File: config.mk
export PLATFORM = sky130hd
export DESIGN_NAME = ram_bist
export DESIGN_NICKNAME = d
export VERILOG_FILES = /design/src/rtl/ram_bist.sv
export SDC_FILE = /design/constraint.sdc
export NUM_CORES = 1
export LEC_CHECK = 0
export CORE_UTILIZATION = 60
export CTS_CLUSTER_SIZE = 28
export DETAILED_ROUTE_END_ITERATION = 7
export PLACE_DENSITY_LB_ADDON = 0.08
export SYNTH_ARGS = -nofsm -noshare
export SYNTH_HDL_FRONTEND = slang
export SYNTH_SLANG_ARGS = --single-unit
File: constraint.sdc
create_clock -name clk -period 10.61 [get_ports clk]
set_clock_uncertainty 0.15 [all_clocks]
set_input_delay 2.122 -clock clk [delete_from_list [all_inputs] [get_ports clk]]
set_output_delay 2.122 -clock clk [all_outputs]
set_load 0.02 [all_outputs]
File: src/rtl/ram_bist.sv
// March-style BIST for a 32x32 synchronous RAM: writes an address-derived pattern, then reads back and compares.
// Optional second pass with the inverted pattern when RAM_BIST_INV_PASS_EN is defined.
module ram_bist (
    input  logic        clk,
    input  logic        rst_n,
    input  logic        start,
    input  logic [31:0] seed,
    output logic        ena,
    output logic        wena,
    output logic [4:0]  addr,
    output logic [31:0] data_in,
    input  logic [31:0] data_out,
    output logic        busy,
    output logic        done,
    output logic        pass,
    output logic [5:0]  err_cnt,
    output logic [4:0]  first_err_addr
);

    // state   | meaning
    // IDLE    | waiting for start, RAM interface quiet
    // WRITE   | one pattern word written per cycle, addr 0..31
    // RD_ADDR | read address presented to the RAM
    // RD_CMP  | RAM read data compared against the expected word
    // DONE    | results held, start restarts the test
    typedef enum logic [2:0] {
        IDLE    = 3'd0,
        WRITE   = 3'd1,
        RD_ADDR = 3'd2,
        RD_CMP  = 3'd3,
        DONE    = 3'd4
    } state_t;

    state_t      state, state_nxt;
    logic [31:0] seed_q, seed_nxt;
    logic        ena_nxt, wena_nxt, busy_nxt, done_nxt, pass_nxt;
    logic [4:0]  addr_nxt, fea_nxt;
    logic [31:0] data_in_nxt;
    logic [5:0]  err_nxt;
    logic [31:0] exp_word;
    logic [31:0] wr_word_next;
    logic        mismatch;

`ifdef RAM_BIST_INV_PASS_EN
    logic inv, inv_nxt;

    always_comb begin
        exp_word     = (seed_q + {27'd0, addr} + 32'd1) ^ {32{inv}};
        wr_word_next = (seed_q + {27'd0, addr} + 32'd2) ^ {32{inv}};
    end
`else
    always_comb begin
        exp_word     = seed_q + {27'd0, addr} + 32'd1;
        wr_word_next = seed_q + {27'd0, addr} + 32'd2;
    end
`endif

    assign mismatch = (data_out != exp_word);

    always_comb begin
        state_nxt   = state;
        seed_nxt    = seed_q;
        ena_nxt     = ena;
        wena_nxt    = wena;
        addr_nxt    = addr;
        data_in_nxt = data_in;
        busy_nxt    = busy;
        done_nxt    = done;
        pass_nxt    = pass;
        err_nxt     = err_cnt;
        fea_nxt     = first_err_addr;
`ifdef RAM_BIST_INV_PASS_EN
        inv_nxt     = inv;
`endif
        case (state)
            IDLE, DONE: begin
                if (start) begin
                    state_nxt   = WRITE;
                    seed_nxt    = seed;
                    ena_nxt     = 1'b1;
                    wena_nxt    = 1'b1;
                    addr_nxt    = 5'd0;
                    data_in_nxt = seed + 32'd1;
                    busy_nxt    = 1'b1;
                    done_nxt    = 1'b0;
                    pass_nxt    = 1'b0;
                    err_nxt     = 6'd0;
                    fea_nxt     = 5'd0;
`ifdef RAM_BIST_INV_PASS_EN
                    inv_nxt     = 1'b0;
`endif
                end
            end
            WRITE: begin
                if (addr == 5'd31) begin
                    state_nxt   = RD_ADDR;
                    wena_nxt    = 1'b0;
                    addr_nxt    = 5'd0;
                    data_in_nxt = 32'd0;
                end else begin
                    addr_nxt    = addr + 5'd1;
                    data_in_nxt = wr_word_next;
                end
            end
            RD_ADDR: begin
                state_nxt = RD_CMP;
            end
            RD_CMP: begin
                if (mismatch) begin
                    err_nxt = (err_cnt == 6'd32) ? 6'd32 : err_cnt + 6'd1;
                    if (err_cnt == 6'd0)
                        fea_nxt = addr;
                end
                if (addr != 5'd31) begin
                    state_nxt = RD_ADDR;
                    addr_nxt  = addr + 5'd1;
`ifdef RAM_BIST_INV_PASS_EN
                end else if (!inv) begin
                    // second pass: rewrite the array with the complemented pattern
                    state_nxt   = WRITE;
                    inv_nxt     = 1'b1;
                    wena_nxt    = 1'b1;
                    addr_nxt    = 5'd0;
                    data_in_nxt = ~(seed_q + 32'd1);
`endif
                end else begin
                    state_nxt   = DONE;
                    ena_nxt     = 1'b0;
                    wena_nxt    = 1'b0;
                    addr_nxt    = 5'd0;
                    data_in_nxt = 32'd0;
                    busy_nxt    = 1'b0;
                    done_nxt    = 1'b1;
                    pass_nxt    = (err_nxt == 6'd0);
                end
            end
            default: begin
                state_nxt   = IDLE;
                ena_nxt     = 1'b0;
                wena_nxt    = 1'b0;
                addr_nxt    = 5'd0;
                data_in_nxt = 32'd0;
                busy_nxt    = 1'b0;
                done_nxt    = 1'b0;
            end
        endcase
    end

    always_ff @(posedge clk or negedge rst_n) begin
        if (!rst_n) begin
            state          <= IDLE;
            seed_q         <= 32'd0;
            ena            <= 1'b0;
            wena           <= 1'b0;
            addr           <= 5'd0;
            data_in        <= 32'd0;
            busy           <= 1'b0;
            done           <= 1'b0;
            pass           <= 1'b0;
            err_cnt        <= 6'd0;
            first_err_addr <= 5'd0;
`ifdef RAM_BIST_INV_PASS_EN
            inv            <= 1'b0;
`endif
        end else begin
            state          <= state_nxt;
            seed_q         <= seed_nxt;
            ena            <= ena_nxt;
            wena           <= wena_nxt;
            addr           <= addr_nxt;
            data_in        <= data_in_nxt;
            busy           <= busy_nxt;
            done           <= done_nxt;
            pass           <= pass_nxt;
            err_cnt        <= err_nxt;
            first_err_addr <= fea_nxt;
`ifdef RAM_BIST_INV_PASS_EN
            inv            <= inv_nxt;
`endif
        end
    end

endmodule

; ---- Word level (Yosys, flattened, before mapping)
; Cells that the tools add are included.
[word_totals]
regBits = 87
input_bits = 67
out_inout_bits = 53
word_cells = 76
[op_classes]
addsub = 6
eq_ne = 13
n_mux = 30
bitwise = 2
reduce_logical = 15
[op_table]
columns = op, n
row1 = $pmux W32 S4, 1
row2 = $mux W32, 3
row3 = $add A32 B1 Y32 const B, 2
row4 = $add A32 B2 Y32 const B, 1
row5 = $add A32 B5 Y32, 1
row6 = $ne A32 B32 Y1, 1
row7 = $mux W5, 5
row8 = $mux W6, 4
row9 = $pmux W5 S4, 1
row10 = $logic_not A6 Y1, 2
row11 = $pmux W3 S4, 1
row12 = $pmux W6 S2, 1
row13 = $ne A2 B2 Y1 const B, 5
row14 = $pmux W5 S2, 1
row15 = $mux W3, 3
row16 = $reduce_and A3 Y1, 3
row17 = $reduce_and A2 Y1, 4
row18 = $reduce_and A4 Y1, 2
row19 = $add A6 B1 Y6 const B, 1
row20 = $eq A3 B2 Y1 const B, 2
row21 = $eq A6 B6 Y1 const B, 1
row22 = $mux W1, 6
row23 = $pmux W1 S3, 2
row24 = $add A5 B1 Y5 const B, 1
row25 = other kinds (10), 12

; ---- Logic depth before layout (Yosys ltp)
; Gate-level depths: netlist of the first run.
[logic_depth]
word_depth = 8
mapped_depth = 19
ltp_nobuf = 17

; ---- Least setup slack after synthesis of the first run
; Ideal clock, no wire load.
[synth_timing]
path_type = register to register
from = reg addr[0]
to = reg first_err_addr[1]
setup_ps = 119
arrival_ps = 4171
t_required_ps = 10341
setup_slack_ps = 6170
path_stages_with_launch = 19
n_path_buf = 1
period_less_slack_ps = 4440
path_cell_list = dfrtp_1 -> ha_1 -> fa_1 -> xor2_1 -> ha_1 -> nand2_1 -> a31oi_1 -> and4_1 -> xnor2_1 -> mux2i_1 -> nand3_1 -> a2111oi_0 -> nand4_1 -> nor4_4 -> o2111ai_4 -> and4b_1 -> buf_6 -> nand2_1 -> o21ai_2
[synth_via]
elab_chain_cells = 5
[synth_rtl]
columns = element, line_no
row1 = start: declaration, 10  ; output logic [4:0] addr,
row2 = start signal: assignment, 170  ; addr <= addr_nxt;
row3 = $add A32 B5 Y32, 53  ; exp_word = seed_q + {27'd0, addr} + 32'd1;
row4 = $add A32 B1 Y32, 53
row5 = $ne A32 B32 Y1, 58  ; assign mismatch = (data_out != exp_word);
row6 = $ne A2 B2 Y1 (no line), n/a
row7 = $reduce_and A4 Y1 (no line), n/a
row8 = end signal: assignment, 176  ; first_err_addr <= fea_nxt;
row9 = end: declaration, 17  ; output logic [4:0] first_err_addr
; No other way between the ends.
; A chain may end at the register's enable or synchronous reset.

; ---- Worst setup path after layout of the first run
; Ends and elaborated chain as after synthesis.

==> run summary, run 1 <==
hold_sp: data_in[6]
die area: 13000 µm²
first-pass GRT wire length: 38.5 mm
startpoint types: register
Worst Setup Slack, final: 5.00 ns
Via Count: 7547
via density per instance: 6.74
placed cell count: 1104
Slowest cell on crit path: nor2b_1
number of remaining DRC errors: 0
worst hold margin: 0.353 ns
Die Span X: 114 µm
setup bufs post-CTS: 0
Die Y: 114 µm
static leakage: 0.00341 µW
grt ovf: 0
RR Startpoint: addr[0]
period utilization: 0.528
status: completed
clock-pin slew on the worst setup and hold paths: 0.07 ns
layout cells sized above 1: 0.0977
Layout Cells excl Fill: 1120
Mapped Area: 7550 µm²
Fin Setup TNS: 0 ns
Final Setup Violations: 0
Worst Hold End: data_in[6]
crit end category: register
Arr. time, crit path: 5.69 ns
# rows: 40
CTS root buf: clkbuf_16
Synth Register Bits: 87
top cell family by delay on the critical path: simple AND/OR/NAND/NOR gates
cells along the critical path: ha_1 -> fa_1 -> xor2_1 -> ha_1 -> inv_1 -> nor4_1 -> nand4bb_1 -> nor2b_1 -> nand2_1 -> nor3_2 -> a31oi_1 -> nor4_2 -> o2111ai_4 -> and4b_1 -> nand2_1 -> o21ai_2
Synth async-reset ratio: 1.00
Hold Crit Class: register to register
RSZ-0062 raised after global routing: false
DR WL/cell: 21.9 µm
final hold violation count: 0
r2r setup slk: 5.00 ns
Avg Inst Size Synth: 8.76 µm²
worst hold path cell count: 1
Worst-Skew Late Latency: 0.36 ns
actual slew at the worst max-slew pin: 1.37 ns
RePlAce Congestion: 1.04
Core ar.: 12200 µm²
DP HPWL: 18.3 mm
Gate Count Post-Synth: 862
power consumption: 2960 µW
cell count of the worst reg-to-reg path: 16
Max IR drop VDD: 0.217 mV
CP max stage delay: 0.54 ns
Boundary Pins: 120
Post-synth top flop: dfrtp_1
Worst Path Buf+Inv: 1
minimum clock period: 5.61 ns
max-capacitance violation count: 0
Max Transition Viols Final: 0
Initial Util: 0.621
routed wire length: 24.5 mm
fmax: 178 MHz
Max-slew headroom: 0.0783
CTS resizes: 0
H-tree levels: 3
Max clock buf depth: 2
RR Endpoint: first_err_addr[1]
# nets final: 1027
Hold Buf Count CTS: 0
crit path max fanout: 10
Tot GR Track Use: 0.387
initial antenna violation count: 0
Syn Nets: 942
dpl ws: 5.08 ns
Synth Warn #: 0
DRT antenna net count: 0
Synth cell types: 84
vias in the first global route: 7220
CTS sink count: 87
Post-synth EDFFs: 0
# port buffers: 119
Detailed Route Iter0 Violations: 1062
WS Path Type: register to register
CTS Buf Count: 9
CTS tree: built
register area share after synthesis: 0.288
largest net degree at the start of global routing: 66
# diodes: 0
Pre-Repair DR Iteration Count: 6
pwr dens: 328 nW/µm²
area grow syn2layout: 19.5%
Required @ worst endpoint: 10.69 ns
==> cells by family (layout without fill, tap and decap cells) <==
kind of cell	after synthesis	in the layout	synth area share
flops	87	87	0.288
mux	41	41	0.0598
buf+inv	60	150	0.0358
simple gates	333	333	0.240
fa+ha+maj	13	13	0.0225
xor+xnor	126	126	0.147
compound gates	202	202	0.206
==> final cells by class <==
cell class,instances,area [µm²]
Timing Repair Buffer,122,1210
Inverter,12,45.0
Clock buffer,10,229
Tap cell,168,210
Clock inverter,6,45.0
Sequential cell,87,2180
Multi-Input combinational cell,715,5100
Fill cell,920,3140
==> worst max-delay path by stage <==
stage	cells after the start	slack (ns)	to	start
finish	16	5.00	first_err_addr[1]	addr[0]
global route	16	4.70	first_err_addr[2]	addr[0]
CTS	16	5.13	first_err_addr[1]	addr[0]
detailed placement	10	5.08	data_in[31]	seed[11]
global placement	10	5.10	data_in[31]	seed[11]
floorplan	18	6.17	first_err_addr[1]	addr[0]
==> cell usage after synthesis (14+ instances only) <==
master | instances | area [µm²]
dfrtp_1 | 87 | 2180
mux2_2 | 32 | 360
xor2_1 | 51 | 447
o21ai_0 | 28 | 140
a22o_1 | 35 | 307
nand3_1 | 40 | 200
xnor2_1 | 74 | 648
nor4_1 | 15 | 93.8
nand2_1 | 90 | 338
o22ai_1 | 29 | 181
clkbuf_1 | 29 | 109
a21oi_1 | 16 | 80.1
nor2_1 | 53 | 199
o211ai_1 | 14 | 105
nand4_1 | 26 | 163
and3_1 | 22 | 138
==> registers in the layout, summed over array words and instances, names as in the netlist <==
register        count
addr                5
busy                1
data_in            32
done                1
err_cnt             6
first_err_addr      5
pass                1
seed_q             32
state               3
wena                1
==> through the flow <==
step                area (µm²)  utilization
floorplan                 7550            -
global route              9020        0.742
CTS                       9020        0.742
finish                    9020        0.742
detailed placement        8750        0.719
global placement          8750        0.719
==> layout by cell type, fill, tap and decap left out, drive strengths merged, types with 4 or more instances in the layout <==
master	Yosys	final
nor3b	4	4
mux2i	8	8
xnor2	75	75
nand2b	8	8
nand2	90	90
o211ai	16	16
clkbuf	29	10
a22oi	4	4
ha	12	12
a21oi	16	16
nor4	20	20
nor3	18	18
a211o	4	4
and3	22	22
clkdlybuf4s50	0	118
nor2b	5	5
and2	6	6
or2	6	6
o31ai	4	4
a21o	7	7
o211a	6	6
or3	9	9
inv	12	14
a211oi	5	5
nand3b	4	4
o21a	4	4
nor2	53	53
dfrtp	87	87
buf	19	4
o22ai	30	30
nand3	41	41
nand4	26	26
o21ai	39	39
xor2	51	51
a22o	35	35
mux2	33	33
and4	8	8
or4	6	6
o2111ai	6	6
==> report_power, final <==
part | leakage [µW] | switching (µW) | internal (µW)
logic | 0.00221 | 1110 | 818
registers | 0.00107 | 225 | 486
clock network | 0.000131 | 155 | 161
total | 0.00341 | 1490 | 1460
==> worst register-to-register path, cell delays in order, from the launching register on <==
cell and delay (ns):
dfrtp_1 0.48, ha_1 0.29, fa_1 0.48, xor2_1 0.47
ha_1 0.30, inv_1 0.08, nor4_1 0.43, nand4bb_1 0.24
nor2b_1 0.54, nand2_1 0.26, nor3_2 0.26, a31oi_1 0.17
nor4_2 0.41, o2111ai_4 0.28, and4b_1 0.42, nand2_1 0.14
o21ai_2 0.06
==> metal layers <==
metal,global-route usage,part of all wire,up-vias
met1,0.506,0.40,3632
met5,0,0,-
li1,-,-,3369
met4,0.206,0.049,0
met3,0.0529,0.075,84
met2,0.622,0.47,462
(Power assumes the default switching activity.)
==> run 2, diff against run 1 <==
--- a/config.mk
+++ b/config.mk
@@ -5,7 +5,7 @@
 export SDC_FILE = /design/constraint.sdc
 export NUM_CORES = 1
 export LEC_CHECK = 0
-export CORE_UTILIZATION = 60
+export CORE_UTILIZATION = 50
 export CTS_CLUSTER_SIZE = 28
 export DETAILED_ROUTE_END_ITERATION = 7
 export PLACE_DENSITY_LB_ADDON = 0.08
==> constraint.sdc (replaced) <==
create_clock -name clk -period 5.1 [get_ports clk]
set_clock_uncertainty 0.15 [all_clocks]
set_input_delay 1.02 -clock clk [delete_from_list [all_inputs] [get_ports clk]]
set_output_delay 1.02 -clock clk [all_outputs]
set_load 0.02 [all_outputs]
==> run summary, run 2 (synthesis gave the netlist of run 1 again) <==
status: complete, but fails checks
failing checks: design-rule violations
Detailed Route Iter0 Violations: 730
Required @ worst endpoint: 5.18 ns
Arr. time, crit path: 4.93 ns
area of the multi-input gates: 5140 µm²
static leakage: 0.00356 µW
Max Transition Viols Final: 0
setup bufs post-CTS: 0
commonest non-fill, non-tap cell in the layout: clkdlybuf4s50_1
final hold violation count: 0
Tot GR Track Use: 0.335
# nets final: 1058
crit end category: register
Core ar.: 14600 µm²
Initial Util: 0.516
Slowest cell on crit path: nor4_2
Worst Path Buf+Inv: 1
CTS resizes: 0
number of remaining DRC errors: 14
period utilization: 0.950
Boundary Pins: 120
Max clock buf depth: 2
# diodes: 0
clock-pin slew on the worst setup and hold paths: 0.07 ns
Max IR drop VDD: 0.316 mV
placed cell areas: 9000 µm²
Die Span X: 125 µm
# rows: 44
Largest regs: data_in x32, seed_q x32, err_cnt x6
minimum clock period: 4.85 ns
CTS sink count: 87
Max-slew headroom: 0.250
DR WL/cell: 22.2 µm
worst hold margin: 0.354 ns
RePlAce Congestion: 0.970
vias in the first global route: 7186
CTS tree: built
via density per instance: 6.35
max-capacitance violation count: 0
cells along the critical path: ha_1 -> fa_2 -> a211oi_4 -> o21ai_1 -> nor4_2 -> o22a_1 -> and3_1 -> nand3_2 -> nor4_2 -> mux2i_1 -> nor4_4 -> o2111ai_4 -> buf_4 -> nand4_1 -> mux2i_1 -> o21ai_1
H-tree levels: 3
Final Setup Violations: 0
Final Cell Area: 9320 µm²
Hold Crit Class: register to register
actual slew at the worst max-slew pin: 1.12 ns
# port buffers: 119
initial antenna violation count: 0
CTS root buf: clkbuf_16
Pre-Repair DR Iteration Count: 8
crit path max fanout: 7
CP max stage delay: 0.46 ns
WS Path Type: register to register
top cell family by delay on the critical path: simple AND/OR/NAND/NOR gates
CTS Buf Count: 9
DRT antenna net count: 0
FILL cells: 1265
Worst-Skew Late Latency: 0.36 ns
first-pass GRT wire length: 40.3 mm
area grow syn2layout: 23.4%
grt ovf: 0
pwr dens: 683 nW/µm²
fmax: 206 MHz
layout cells sized above 1: 0.132
routed wire length: 25.9 mm
register area: 2180 µm²
startpoint types: register
Hold Buf Count CTS: 0
largest net degree at the start of global routing: 55
die area: 15600 µm²
Fin Setup TNS: 0 ns
DP HPWL: 20.0 mm
Via Count: 7408
commonest cells after routing, fill and taps aside: clkdlybuf4s50_1 (118), nand2_1 (90), dfrtp_1 (87)
Die Y: 125 µm
## run 2: cell types whose count changed in the layout (fill, tap and decap cells not counted), sizes merged
cell	change
clkinv	-1
inv	+1
buf	+31
## run 2: stage by stage
step | total power (µW) | util | setup slack, ns | cells
floorplan | 4220 | - | 0.660 | 862
global placement | 5520 | 0.615 | 0.235 | 1151
detailed placement | 5590 | 0.615 | 0.218 | 1151
CTS | 6280 | 0.634 | 0.216 | 1167
global route | 6750 | 0.636 | -0.00377 | 1167
finish | 6370 | 0.636 | 0.254 | 1167
## run 2: worst paths after layout
path                            depth (start not counted)  slack, ns     endpoint        from
max in group asynchronous                               2       3.30    seed_q[9]       rst_n
worst min register to register                          1       0.35   data_in[3]  data_in[3]
worst max register to register                         16       0.25         pass     addr[0]
worst min-delay path                                    1       0.35   data_in[3]  data_in[3]
min in group asynchronous                               1       0.55  data_in[30]       rst_n
worst max-delay path                                   16       0.25         pass     addr[0]
## run 2: routing by layer
| metal | GRT usage | up-vias | part of all wire |
|---|---|---|---|
| met4 | 0.140 | 0 | 0.036 |
| met3 | 0.0352 | 56 | 0.057 |
| met5 | 0 | - | 0 |
| met2 | 0.574 | 328 | 0.48 |
| li1 | - | 3434 | - |
| met1 | 0.430 | 3590 | 0.42 |
## run 2: final cells by class
cell class | instances | area share
clock buffers | 10 | 0.0246
clock inverters | 6 | 0.00564
inverters | 12 | 0.00483
multi-input cells | 715 | 0.552
flip-flops and latches | 87 | 0.234
well taps | 184 | 0.0247
repair buffers | 153 | 0.155
## run 2: power breakdown
part | internal [µW] | leakage (µW) | total, µW | switching [µW]
Combinational | 1830 | 0.00236 | 4230 | 2400
Clock | 339 | 0.000132 | 665 | 326
Sequential | 1010 | 0.00107 | 1470 | 456
## run 2: worst reg2reg max path: cells and delay by family (launching register included)
family                     cells  cell delay, ns
and+or+nand+nor                6            1.79
AOI/OAI and AO/OA              5            1.11
adders and majority gates      2            0.69
DFF                            1            0.45
muxes                          2            0.37
buffers and inverters          1            0.18
==> run 3, diff against run 2 <==
--- a/config.mk
+++ b/config.mk
@@ -5,6 +5,7 @@
 export SDC_FILE = /design/constraint.sdc
 export NUM_CORES = 1
 export LEC_CHECK = 0
+export CORE_MARGIN = 2
 export CORE_UTILIZATION = 50
 export CTS_CLUSTER_SIZE = 28
 export DETAILED_ROUTE_END_ITERATION = 7
==> run summary, run 3 (synthesis gave the netlist of run 1 again) <==
status: completed
H-tree levels: 3
placed cell count: 1156
CTS sink count: 87
WS Path Type: register to register
commonest non-fill, non-tap cell in the layout: clkdlybuf4s50_1
DRT antenna net count: 0
post-layout util: 0.640
power consumption: 6490 µW
CTS tree: built
Largest regs: data_in x32, seed_q x32, err_cnt x6
vias in the first global route: 7433
Die Span X: 127 µm
Core ar.: 14600 µm²
via density per instance: 6.36
Int Power: 3290 µW
Max clock buf depth: 2
die area: 16100 µm²
DP HPWL: 20.4 mm
first-pass GRT wire length: 40.9 mm
area grow syn2layout: 24.2%
Worst-Skew Late Latency: 0.36 ns
FILL cells: 1269
Reg power frac: 0.220
# diodes: 0
final hold violation count: 0
largest net degree at the start of global routing: 47
switching power of the nets: 3200 µW
static leakage: 0.00361 µW
clock-pin slew on the worst setup and hold paths: 0.07 ns
Comb power frac: 0.664
CTS resizes: 0
CTS root buf: clkbuf_16
number of remaining DRC errors: 0
initial antenna violation count: 0
RSZ-0062 raised after global routing: false
Final Setup Violations: 0
Initial Util: 0.516
setup bufs post-CTS: 0
Hold Buf Count CTS: 0
RR Startpoint: addr[0]
Via Count: 7451
Pre-Repair DR Iteration Count: 5
Worst setup startpoint: addr[0]
DR WL/cell: 22.7 µm
minimum clock period: 4.76 ns
# rows: 44
Max-slew headroom: 0.298
# port buffers: 119
Max Transition Viols Final: 0
Hold Crit Class: register to register
Max IR drop VDD: 0.371 mV
RePlAce Congestion: 1.01
actual slew at the worst max-slew pin: 1.05 ns
Layout Cells excl Fill: 1171
layout cells sized above 1: 0.135
worst hold margin: 0.353 ns
grt ovf: 0
Required @ worst endpoint: 5.22 ns
hold_sp: data_in[4]
startpoint types: register
Boundary Pins: 120
clock share of power: 0.115
crit path max fanout: 7
Fin Setup TNS: 0 ns
Detailed Route Iter0 Violations: 671
pwr dens: 692 nW/µm²
commonest cells after routing, fill and taps aside: clkdlybuf4s50_1 (118), nand2_1 (90), dfrtp_1 (87)
Die Y: 127 µm
Arr. time, crit path: 4.88 ns
# nets final: 1063
fmax: 210 MHz
max-capacitance violation count: 0
r2r setup slk: 0.34 ns
Net Sw Frac: 0.493
period utilization: 0.933
routed wire length: 26.5 mm
CTS Buf Count: 9
crit end category: register
Tot GR Track Use: 0.328
run 3: per-layer routing:
layer	vias up	track usage	routed length, µm
li1	3440	-	-
met2	331	0.544	12800
met3	71	0.0388	1610
met4	0	0.177	1260
met5	-	0	0
met1	3609	0.420	10900
run 3: stage by stage:
stage	setup slack, ns	instance area (µm²)
floorplan	0.660	7550
global placement	0.414	9040
detailed placement	0.215	9040
CTS	0.125	9360
global route	0.0203	9380
finish	0.341	9380
run 3: final timing paths:
kind | end | depth (start not counted)
worst max register to register | err_cnt[2] | 17
worst min-delay path | data_in[4] | 1
max in group asynchronous | seed_q[10] | 2
min in group asynchronous | data_in[22] | 1
worst max-delay path | err_cnt[2] | 17
worst min register to register | data_in[4] | 1
run 3: power by group through the flow:
stage               sequential (µW)  clock, µW  combinational (µW)
floorplan                      1440          0                2790
global placement               1420          0                4170
detailed placement             1430          0                4210
CTS                            1420        754                4250
global route                   1480        773                4620
finish                         1430        748                4310
run 3: worst max-delay path: stages (launching register included):
cell	delay, ns
dfrtp_1	0.40
ha_1	0.27
fa_2	0.44
a211oi_4	0.38
o21ai_1	0.28
nor4_2	0.37
o22a_1	0.19
and3_1	0.31
nand3_1	0.20
nor3_2	0.30
a31oi_1	0.15
nor4_2	0.38
o2111ai_4	0.18
buf_4	0.18
buf_4	0.15
nand2_1	0.07
a21boi_0	0.08
o21ai_0	0.18
run 3: layout make-up:
class	count	area, µm²	share of cell area
flip-flops and latches	87	2180	0.232
clock buffers	9	225	0.0240
multi-input cells	715	5130	0.547
inverters	12	45.0	0.00480
repair buffers	158	1480	0.158
well taps	184	230	0.0245
clock inverters	6	93.8	0.0100
